<file path="src/rtl/accum_pkg.sv">
// Shared types and widths for the block accumulator datapath.
package accum_pkg;

   typedef enum logic {ACCUM, RESULT} accum_state_t;

   localparam int unsigned WORD_BITS = 16;

endpackage

</file>
<file path="src/rtl/adder_16bit.sv">
// Combinational 16-bit adder with carry-in; overflow is the carry-out.
module adder_16bit (
   input  logic [15:0] a,
   input  logic [15:0] b,
   input  logic        carry_in,
   output logic [15:0] sum,
   output logic        overflow
);

   logic [16:0] w_full;

   assign w_full   = {1'b0, a} + {1'b0, b} + {16'b0, carry_in};
   assign sum      = w_full[15:0];
   assign overflow = w_full[16];

endmodule

</file>
<file path="src/rtl/block_accumulator.sv">
// Sums BLOCK_LEN accepted operands per result through one shared adder,
// with a sticky carry flag and a result held until acknowledged.
module block_accumulator
   import accum_pkg::*;
#(
   parameter  int unsigned BLOCK_LEN = 4,
   localparam int unsigned CNT_BITS  = $clog2(BLOCK_LEN)
) (
   input  logic                 clk,
   input  logic                 n_rst,
   input  logic                 clear,
   input  logic [WORD_BITS-1:0] data_in,
   input  logic                 data_valid,
   output logic                 data_ready,
   output logic [WORD_BITS-1:0] result_sum,
   output logic                 result_ovf,
   output logic                 result_valid,
   input  logic                 result_ack
);

   localparam logic [CNT_BITS-1:0] LAST_CNT = CNT_BITS'(BLOCK_LEN - 1);

   accum_state_t         r_state;
   logic [WORD_BITS-1:0] r_acc;
   logic [CNT_BITS-1:0]  r_cnt;
   logic                 r_sticky;
   logic [WORD_BITS-1:0] r_sum;
   logic                 r_ovf;

   logic [WORD_BITS-1:0] w_next_acc;
   logic                 w_carry;
   logic                 w_accept;

   adder_16bit u_adder (
      .a        (r_acc),
      .b        (data_in),
      .carry_in (1'b0),
      .sum      (w_next_acc),
      .overflow (w_carry)
   );

   assign data_ready   = (r_state == ACCUM);
   assign result_valid = (r_state == RESULT);
   assign result_sum   = r_sum;
   assign result_ovf   = r_ovf;
   assign w_accept     = data_valid & data_ready;

   // clear outranks both accept and ack; the last published result is kept
   always_ff @(posedge clk or negedge n_rst) begin
      if (!n_rst) begin
         r_state  <= ACCUM;
         r_acc    <= '0;
         r_cnt    <= '0;
         r_sticky <= 1'b0;
         r_sum    <= '0;
         r_ovf    <= 1'b0;
      end else if (clear) begin
         r_state  <= ACCUM;
         r_acc    <= '0;
         r_cnt    <= '0;
         r_sticky <= 1'b0;
      end else if (r_state == ACCUM) begin
         if (w_accept) begin
            if (r_cnt == LAST_CNT) begin
               r_sum    <= w_next_acc;
               r_ovf    <= r_sticky | w_carry;
               r_acc    <= '0;
               r_cnt    <= '0;
               r_sticky <= 1'b0;
               r_state  <= RESULT;
            end else begin
               r_acc    <= w_next_acc;
               r_sticky <= r_sticky | w_carry;
               r_cnt    <= r_cnt + 1'b1;
            end
         end
      end else begin
         if (result_ack) begin
            r_state <= ACCUM;
         end
      end
   end

endmodule
</file>
<file path="config.mk">
export PLATFORM = sky130hd
export DESIGN_NAME = block_accumulator
export DESIGN_NICKNAME = d
export VERILOG_FILES = /design/src/rtl/accum_pkg.sv /design/src/rtl/adder_16bit.sv /design/src/rtl/block_accumulator.sv
export SDC_FILE = /design/constraint.sdc
export NUM_CORES = 1
export LEC_CHECK = 0
export ABC_AREA = 1
export CELL_PAD_IN_SITES_DETAIL_PLACEMENT = 2
export CELL_PAD_IN_SITES_GLOBAL_PLACEMENT = 2
export CORE_MARGIN = 3
export CORE_UTILIZATION = 30
export DETAILED_ROUTE_END_ITERATION = 10
export GPL_ROUTABILITY_DRIVEN = 0
export PLACE_DENSITY_LB_ADDON = 0.1
export SYNTH_ARGS = -nofsm -noshare
export SYNTH_HDL_FRONTEND = slang
export SYNTH_SLANG_ARGS = --single-unit
</file>
<file path="constraint.sdc">
create_clock -name clk -period 1.8 [get_ports clk]
set_input_delay 0.36 -clock clk [delete_from_list [all_inputs] [get_ports clk]]
set_output_delay 0.36 -clock clk [all_outputs]
set_load 0.1 [all_outputs]
</file>
==> impl_summary.txt, run 1 <==
----------------------------------------------------
[Synth]
  Avg Inst Size Synth ... 7.38 um^2
  Warning count from the yosys run ... 0
  Yosys top cell by area ... dfrtp_1
  Sequential-to-total area share from yosys stat ... 0.381
  Post-Syn Instances ... 329
  Number of distinct library cells after synthesis ... 27
  Simple-gate share of the synthesized area ... 0.379
  Ranking of synthesized cells by area ... dfrtp_1, nand2_1, ha_1, nand3_1, inv_1
  Dominant combinational cell family by area after synthesis ... simple AND/OR/NAND/NOR gates
  Adder and majority gate portion of the synthesized area ... 0.0959
  Cell area after technology mapping ... 2430 um^2
  Synthesized-area fraction occupied by ao, oa, aoi and oai cells ... 0.0474
  Multiplexer area fraction after synthesis ... 0
  Post-Syn Nets ... 368
  Register bit count reported by yosys ... 37
  Post-Synth XOR/XNOR Area ... 0.0144
  Area fraction of the dominant cell type after synthesis ... 0.381

[Global route]
  Global Route Usage Sum ... 0.204
  Maximum number of pins on one net before global-route repair ... 19
  Via count of the first global-routing pass ... 2734
  Sum of overflow across all layers after global routing ... 0
  First-pass GRT wire length ... 14.1 mm
  Number of antenna violations at the first check in global routing ... 0

[Status]
  Result of the run ... completed

[Cells and area]
  Commonest non-fill, non-tap cells in the layout ... nand2_1, dfrtp_1, inv_1
  Growth of design area from synthesis to finish ... 57.7%
  Share of final-layout standard cells stronger than drive strength 1 ... 0.340
  Fillcell total ... 859
  Number of antenna diodes ... 0
  Cell area after layout ... 3830 um^2
  Most frequent standard cell in the layout excluding fill and tap cells ... nand2_1
  Number of nets in the finished design ... 444
  Number of standard cells in the layout, taps in and fillers out ... 508

[Detailed routing]
  DRC violation count after routing ... 0
  Routed vias/inst ... 4.88
  Total via count in the routed design ... 2479
  Wire length after detailed routing ... 9.16 mm
  Number of routed nets with antenna violations ... 0
  Routed wire per std cell ... 18.0 um
  DR pass1 iterations ... 4
  First DRT Iteration DRCs ... 108

[Timing]
  RSZ-0062 raised after global routing ... yes
  Least-Margin Pin Slew ... 0.381 ns
  Min Clock Period, post-route ... 1.79 ns
  Max Clk Rate ... 560 MHz
  Worst Clk Skew ... 0.00913 ns
  Final-layout setup total negative slack ... 0 ns
  Worst hold margin ... 0.496 ns
  Final setup slack of the worst path ... 0.0146 ns
  Total count of max-transition violations in the final report ... 0
  Max_slew headroom ... 0.746
  Final Cycle Share ... 0.992
  Final-report hold violation count ... 0
  Count of final setup violators ... 0

[Floorplan]
  IO Pins ... 40
  Chip height ... 96.0 um
  Area of the core region ... 7810 um^2
  Starting density of the core ... 0.311
  Cell row count ... 32
  Overall die area ... 9210 um^2
  Die width ... 96.0 um

[Worst setup path]
  Worst endpoint required time ... 2.00 ns
  Top cell family by delay on the critical path ... simple AND/OR/NAND/NOR gates
  CP bufs+invs ... 0
  Most used cell, CP ... nand2_2
  Worst endpoint data arrival time ... 1.98 ns
  Sort of element at the end of the critical path ... register
  Crit Path Class ... register to register
  Cells along the critical path ... ha_2, fa_2, nand2_2, nand2_2, nand3b_1, nand2_2, or2_1, nand3_1, nand2_1
  Critical Path Fanout Max ... 4
  CP max stage cell ... dfrtp_1
  Slowest stage delay, CP ... 0.41 ns
  Worst setup SP type ... register

[Place]
  Setup WS pre-CTS ... -0.482 ns
  Detailed-placement wirelength estimate ... 6.49 mm
  Port Buffer Count ... 39
  Number of placed instances with taps included ... 493
  Area after detailed placement ... 3330 um^2

[Clock network]
  TritonCTS Buffers ... 5
  Clock tree from TritonCTS ... built
  CTS H-tree depth ... 2
  Clock insertion delay at the later pin of the skew report ... 0.30 ns
  CTS max path bufs ... 2
  Root Buffer ... clkbuf_8
  Post-CTS clock slew at the launch and capture registers of the worst setup and hold paths ... 0.09 ns
  Number of clock sinks ... 37

[Power and ir drop]
  Peak ir drop on the vdd network ... 0.555 mV
  Cell Pwr Density ... 1040 nW/um^2
  Static leakage ... 2.02 nW

[Min path]
  Hold Crit Class ... input port to async pin

[Run]
  Max-cap viol count ... 0

----------------------------------------------------
==> per-stage QoR <==
stage | power (mW) | utilization
2_1_floorplan | 2.18 | -
6_report | 3.97 | 0.490
4_1_cts | 3.85 | 0.460
3_5_place_dp | 2.95 | 0.426
3_3_place_gp | 2.90 | 0.426
5_1_grt | 4.20 | 0.490
==> kinds of logic after synthesis <==
family / Yosys count
fa+ha+maj: 18
buf+inv: 46
simple gates: 208
flops: 37
compound gates: 16
xor+xnor: 4
==> cells in the mapped netlist <==
master	n
nor2_4	2
nor2_1	10
buf_6	2
inv_1	38
a22o_1	6
or2_1	5
ha_1	17
a21oi_1	6
nand3_1	29
o31ai_1	2
nand2_1	144
nor2_8	2
nand4_1	1
xor2_1	3
inv_2	2
inv_4	2
fa_1	1
and2_4	1
dfrtp_1	37
nor3_1	4
xnor2_1	1
nand3b_1	5
a21oi_2	1
buf_2	1
buf_4	1
nand2_2	5
a211o_1	1
==> flip-flops by register name (all words and copies together) (netlist names) <==
name	flops
r_acc	16
result_sum	16
r_cnt	2
r_sticky	1
result_ovf	1
result_valid	1
==> power breakdown <==
group | leakage (nW) | switching [mW] | internal (mW)
clock | 0.0574 | 0.350 | 0.451
combinational | 1.47 | 1.26 | 0.798
sequential | 0.496 | 0.154 | 0.962
==> layout make-up <==
class                      count  area, um^2  area share
clock buffer                   6        82.6      0.0216
tap                          102         128      0.0333
multi-input combinational    246        1610       0.421
clock inverter                 2        37.5     0.00980
sequential                    37         927       0.242
timing repair buffer          73         875       0.228
inverter                      42         168      0.0438
==> path summary, 6_finish.rpt <==
check,startpoint,endpoint,slack (ns),depth (start not counted)
max in group asynchronous,n_rst,result_valid,0.75,3
worst min register to register,r_acc[13],r_acc[13],0.51,2
min in group clk,r_acc[13],r_acc[13],0.51,2
worst min-delay path,n_rst,result_sum[5],0.50,2
worst max-delay path,r_acc[0],r_acc[6],0.01,9
worst max register to register,r_acc[0],r_acc[6],0.01,9
==> metal layers <==
metal | part of all wire | track usage
met5 | 0 | 0
met4 | 0.017 | 0.0486
met3 | 0.028 | 0.0344
met2 | 0.51 | 0.362
met1 | 0.45 | 0.256
==> repair_timing <==
action | in CTS | in global routing
pin swaps | 9 | 34
hold buffers | 1 | 0
gates resized for setup | 27 | 48
setup endpoints to repair | 19 | 24
setup buffers | 1 | 5
hold endpoints to repair | 12 | 0
gates cloned | 0 | 0
Note: power is estimated with default switching activity, not from simulation.
==> run 2: changes to the inputs <==
HOLD_SLACK_MARGIN = 0.05   (was default)
SKIP_LAST_GASP = 1   (was default)
SLEW_MARGIN = 20   (was default)
==> run 2 against run 1 <==
Net effect: power shrank 0.38%; largest cell class unchanged; clock power is essentially flat; final area shrank 0.69%; first-iteration DRC count grew 18%; hold slack gained 0.00081 ns; sequential cell count is the same; count of clock-buffer cells in the layout is the same; largest power group unchanged; fmax grew 0.28%; die area is the same.
==> impl_summary.txt, run 2 (same netlist as run 1, synthesis figures left out) <==
----------------------------------------------------
[Status]
  Result of the run ... completed

[Floorplan]
  Area of the core region ... 7810 um^2 (unchanged)
  Starting density of the core ... 0.311 (unchanged)
  Die width ... 96.0 um (unchanged)
  Cell row count ... 32 (unchanged)
  Chip height ... 96.0 um (unchanged)
  Overall die area ... 9210 um^2 (unchanged)
  IO Pins ... 40 (unchanged)

[Cells and area]
  Fillcell total ... 865 (+0.70%)
  Share of final-layout standard cells stronger than drive strength 1 ... 0.329 (-0.0107)
  Number of antenna diodes ... 0 (unchanged)
  Number of nets in the finished design ... 442 (-0.45%)
  Growth of design area from synthesis to finish ... 56.6%
  Most frequent standard cell in the layout excluding fill and tap cells ... nand2_1
  Commonest non-fill, non-tap cells in the layout ... nand2_1, dfrtp_1, inv_1
  Final Util ... 0.487 (-0.00337)

[Timing]
  Min Clock Period, post-route ... 1.78 ns (-0.00494 ns)
  Least-Margin Pin Slew ... 0.376 ns (-0.00506 ns)
  Max_slew headroom ... 0.750 (+0.00337)
  Max Clk Rate ... 562 MHz (+0.28%)
  Final-report hold violation count ... 0 (unchanged)
  Total count of max-transition violations in the final report ... 0 (unchanged)
  Final Cycle Share ... 0.989 (-0.00274)
  Count of final setup violators ... 0 (unchanged)
  Final-layout setup total negative slack ... 0 ns (unchanged)
  Worst Clk Skew ... 0.00972 ns (+0.000588 ns)
  RSZ-0062 raised after global routing ... yes

[Clock network]
  Number of clock sinks ... 37 (unchanged)
  Root Buffer ... clkbuf_8
  Clock tree from TritonCTS ... built
  CTS H-tree depth ... 2 (unchanged)
  Clock insertion delay at the later pin of the skew report ... 0.30 ns (about the same)
  TritonCTS Buffers ... 5 (unchanged)
  CTS max path bufs ... 2 (unchanged)
  Post-CTS clock slew at the launch and capture registers of the worst setup and hold paths ... 0.09 ns (about the same)

[Place]
  Port Buffer Count ... 39 (unchanged)
  Detailed-placement wirelength estimate ... 6.49 mm (unchanged)

[Worst setup path]
  Worst R2R Start ... r_acc[0]
  Most used cell, CP ... nand2_2
  Crit path from ... r_acc[0]
  Critical Path Fanout Max ... 4 (unchanged)
  Worst endpoint data arrival time ... 1.97 ns (about the same)
  Crit Path Class ... register to register
  Worst setup SP type ... register
  Cells along the critical path ... ha_2, fa_2, nand2_2, nand2_2, nand3b_1, nand2_2, or2_1, nand3_1, nand2_1
  Sort of element at the end of the critical path ... register
  Worst R2R Path Depth ... 9 (unchanged)
  R2R Setup Slk ... 0.02 ns (about the same)
  Slowest stage delay, CP ... 0.41 ns (about the same)
  Endpoint of the worst-slack reg-to-reg timing path ... r_acc[6]
  Worst endpoint required time ... 1.99 ns (about the same)
  CP max stage cell ... dfrtp_1

[Detailed routing]
  Routed vias/inst ... 4.90 (+0.35%)
  First DRT Iteration DRCs ... 127 (+18%)
  DR pass1 iterations ... 4 (unchanged)
  DRC violation count after routing ... 0 (unchanged)
  Routed wire per std cell ... 18.1 um (+0.18%)
  Total via count in the routed design ... 2478 (-0.040%)
  Wire length after detailed routing ... 9.14 mm (-0.22%)
  Number of routed nets with antenna violations ... 0 (unchanged)

[Global route]
  Number of antenna violations at the first check in global routing ... 0 (unchanged)
  First-pass GRT wire length ... 14.1 mm (about the same)
  Via count of the first global-routing pass ... 2740 (+0.22%)
  Maximum number of pins on one net before global-route repair ... 19 (unchanged)
  Sum of overflow across all layers after global routing ... 0 (unchanged)
  Global Route Usage Sum ... 0.203 (-0.000328)

[Min path]
  Hold Crit Class ... input port to async pin

[Run]
  Max-cap viol count ... 0 (unchanged)

[Power and ir drop]
  Cell Pwr Density ... 1040 nW/um^2 (+0.31%)
  Peak ir drop on the vdd network ... 0.554 mV (-0.11%)
  Static leakage ... 2.01 nW (-0.93%)

----------------------------------------------------
## run 2: per-stage QoR
step / hold slack, ns / setup slack (ns) / instances / total power [mW] / area [um^2]
global route: 0.525 / -0.0670 / 506 / 4.19 / 3800
CTS: 0.510 / -0.0269 / 503 / 3.85 / 3580
finish: 0.497 / 0.0195 / 506 / 3.96 / 3800
floorplan: 0.0644 / 0.0524 / 329 / 2.18 / 2430
detailed placement: 0.309 / -0.482 / 493 / 2.95 / 3330
global placement: 0.304 / -0.408 / 493 / 2.90 / 3330
## run 2: worst max path at each step
stage / to / slack [ns]
after floorplan: result_sum[13] / 0.05
after global placement: result_ovf / -0.41
after detailed placement: r_sticky / -0.48
after CTS: r_acc[6] / -0.03
after global routing: r_acc[14] / -0.07
final: r_acc[6] / 0.02
## run 2: per-layer routing
layer,track usage,up-vias,share of wire
met5,0,-,0
met1,0.256,1240,0.44
met4,0.0486,0,0.014
met3,0.0344,11,0.036
li1,-,1175,-
met2,0.361,52,0.51
## run 2: timing repair
| action | in CTS | in global routing |
|---|---|---|
| hold buffers | 1 | 0 |
| endpoints found under the setup margin | 19 | 24 |
| gates resized for setup | 26 | 45 |
| cloned | 0 | 0 |
| setup buffers | 1 | 3 |
| hold endpoints to repair | 12 | 0 |
| pin swaps | 9 | 33 |
## run 2: layout make-up
cell class | instances | area [um^2] | area share
timing repair buffer | 71 | 857 | 0.225
multi-input combinational | 246 | 1600 | 0.422
clock buffer | 6 | 82.6 | 0.0217
tap | 102 | 128 | 0.0336
clock inverter | 2 | 37.5 | 0.00987
inverter | 42 | 168 | 0.0441
sequential | 37 | 927 | 0.244
## run 2: critical path, delay by kind of cell (launching register included)
kind                     cells  cell delay, ns
adder cells (fa/ha/maj)      2            0.55
AND/OR/NAND/NOR              7            0.71
flip-flops                   1            0.41
## run 2: where the power goes
group | internal [mW] | leakage (nW) | total (mW) | switching (mW)
sequential | 0.962 | 0.496 | 1.12 | 0.153
clock | 0.452 | 0.0574 | 0.805 | 0.353
combinational | 0.787 | 1.45 | 2.04 | 1.25
==> run 3: changes to the inputs <==
CORE_ASPECT_RATIO = 1.5   (was default)
==> run 3 against run 2 <==
Net effect: the flow now finishes with violations (setup timing); clock skew down 0.0061 ns; sequential share of layout area is 0.44 points lower; global-route usage up 1.4 points; power grew 3.3%; count of clock-buffer cells in the layout is 1 lower; sequential cell count is the same; largest cell class unchanged.
==> impl_summary.txt, run 3 (same netlist as run 1, synthesis figures left out) <==
----------------------------------------------------
[Status]
  Result of the run ... finished, violations left
  Violations in the final reports ... setup timing

[Cells and area]
  Final Util ... 0.499 (+0.0121)
  Number of nets in the finished design ... 440 (-0.45%)
  Cell area after layout ... 3870 um^2 (+1.8%)
  Share of final-layout standard cells stronger than drive strength 1 ... 0.341 (+0.0116)
  Number of standard cells in the layout, taps in and fillers out ... 504 (-0.40%)
  Growth of design area from synthesis to finish ... 59.5%
  Most frequent standard cell in the layout excluding fill and tap cells ... nand2_1
  Commonest non-fill, non-tap cells in the layout ... nand2_1, inv_1, dfrtp_1
  Number of antenna diodes ... 0 (unchanged)

[Place]
  Area after detailed placement ... 3310 um^2 (-0.60%)
  Detailed-placement wirelength estimate ... 6.80 mm (+4.8%)
  Port Buffer Count ... 39 (unchanged)
  Number of placed instances with taps included ... 492 (-0.20%)

[Global route]
  Global Route Usage Sum ... 0.218 (+0.0142)
  First-pass GRT wire length ... 15.0 mm (+7.1%)
  Number of antenna violations at the first check in global routing ... 0 (unchanged)
  Maximum number of pins on one net before global-route repair ... 22 (+3)
  Via count of the first global-routing pass ... 2957 (+7.9%)
  Sum of overflow across all layers after global routing ... 0 (unchanged)

[Power and ir drop]
  Peak ir drop on the vdd network ... 0.597 mV (+7.6%)
  Static leakage ... 2.07 nW (+3.0%)
  Cell Pwr Density ... 1050 nW/um^2 (+1.4%)

[Worst setup path]
  Worst endpoint required time ... 2.03 ns (+0.04 ns)
  Crit Path Class ... input port to register
  CP max stage cell ... clkdlybuf4s50_1
  Worst endpoint data arrival time ... 2.04 ns (+0.07 ns)
  Critical Path Fanout Max ... 4 (unchanged)
  Worst setup SP type ... input port
  Cells along the critical path ... clkdlybuf4s50_1, ha_2, nand2_2, inv_1, nand2_1, nand2_1, a21oi_4, nand2_2, nand2_4, nand3_2, nand2_2
  Sort of element at the end of the critical path ... register
  Most used cell, CP ... nand2_2
  Slowest stage delay, CP ... 0.48 ns (+0.07 ns)

[Detailed routing]
  Routed vias/inst ... 4.98 (+1.8%)
  DRC violation count after routing ... 0 (unchanged)
  DR pass1 iterations ... 4 (unchanged)
  First DRT Iteration DRCs ... 65 (-49%)
  Number of routed nets with antenna violations ... 0 (unchanged)
  Total via count in the routed design ... 2512 (+1.4%)
  Wire length after detailed routing ... 9.80 mm (+7.3%)
  Routed wire per std cell ... 19.4 um (+7.7%)

[Floorplan]
  Starting density of the core ... 0.313 (+0.00196)
  IO Pins ... 40 (unchanged)
  Cell row count ... 39 (+22%)
  Chip height ... 116 um (+21%)
  Area of the core region ... 7760 um^2 (-0.63%)
  Overall die area ... 9230 um^2 (+0.24%)
  Die width ... 79.4 um (-17%)

[Clock network]
  Root Buffer ... clkbuf_16
  Post-CTS clock slew at the launch and capture registers of the worst setup and hold paths ... 0.06 ns (-0.03 ns)
  Number of clock sinks ... 37 (unchanged)
  TritonCTS Buffers ... 5 (unchanged)
  CTS max path bufs ... 2 (unchanged)
  CTS H-tree depth ... 2 (unchanged)
  Clock tree from TritonCTS ... built
  Clock insertion delay at the later pin of the skew report ... 0.29 ns (about the same)

[Timing]
  Count of final setup violators ... 2 (+2)
  RSZ-0062 raised after global routing ... yes
  Final Cycle Share ... 1.01 (+0.0183)
  Least-Margin Pin Slew ... 0.471 ns (+0.0958 ns)
  Final-layout setup total negative slack ... -0.0207 ns (-0.0207 ns)
  Max_slew headroom ... 0.686 (-0.0639)
  Final-report hold violation count ... 0 (unchanged)
  Max Clk Rate ... 551 MHz (-1.8%)
  Total count of max-transition violations in the final report ... 0 (unchanged)
  Min Clock Period, post-route ... 1.81 ns (+0.0330 ns)
  Worst hold margin ... 0.501 ns (+0.00359 ns)
  Final setup slack of the worst path ... -0.0135 ns (-0.0330 ns)
  Worst Clk Skew ... 0.00365 ns (-0.00607 ns)

[Run]
  Max-cap viol count ... 0 (unchanged)

[Min path]
  Hold Crit Class ... register to register

----------------------------------------------------
run 3: cell types whose count changed in the layout (fill, tap and decap cells not counted), sizes merged:
cell,change
buf,-2
bufinv,-1
clkbuf,-1
clkdlybuf4s50,-4
clkinv,+2
dlygate4sd2,+1
dlymetal6s2s,+3
run 3: metrics by stage:
| stage | setup slack [ns] | total power [mW] |
|---|---|---|
| after floorplan | 0.0524 | 2.18 |
| after global placement | -0.418 | 2.91 |
| after detailed placement | -0.458 | 2.97 |
| after CTS | -0.0276 | 3.94 |
| after global routing | -0.0945 | 4.31 |
| final | -0.0135 | 4.08 |
run 3: layout make-up:
type / instances / area (um^2)
repair buffers: 69 / 840
clock inverters: 3 / 17.5
flip-flops and latches: 37 / 927
clock buffers: 5 / 125
well taps: 102 / 128
inverters: 42 / 168
fillers: 841 / 3890
multi-input cells: 246 / 1670
run 3: per-layer routing:
| layer | vias to the layer above | global-route usage | part of all wire |
|---|---|---|---|
| met4 | 0 | 0.0963 | 0.030 |
| met5 | - | 0 | 0 |
| met1 | 1275 | 0.216 | 0.35 |
| met2 | 42 | 0.433 | 0.59 |
| met3 | 19 | 0.0340 | 0.025 |
| li1 | 1176 | - | - |
run 3: what timing repair did:
item / in CTS / in global routing
endpoints found under the setup margin: 22 / 26
hold endpoints to repair: 16 / 0
resized for setup: 21 / 66
pin swaps: 5 / 24
buffers inserted: 1 / 2
hold buffers: 1 / 0
run 3: worst paths after layout:
path,from,end,slack (ns),depth (start not counted)
max in group asynchronous,n_rst,result_valid,0.74,3
hold reg to reg,r_acc[13],r_acc[13],0.50,2
setup / recovery,data_in[12],result_sum[14],-0.01,11
setup reg to reg,r_acc[0],r_acc[6],0.02,9
min in group asynchronous,n_rst,r_acc[11],0.56,2
hold / removal,r_acc[13],r_acc[13],0.50,2
run 3: report_power, final:
part	switching, mW	internal (mW)	leakage, nW
Sequential	0.153	0.965	0.496
Clock	0.373	0.508	0.0696
Combinational	1.28	0.804	1.50
Total	1.81	2.28	2.07
run 3: worst max-delay path: cells and delay by family:
kind                       cells  cell delay (ns)
buffers and inverters          2             0.54
and+or+nand+nor                7             0.59
adders and majority gates      1             0.32
AOI/OAI and AO/OA              1             0.22
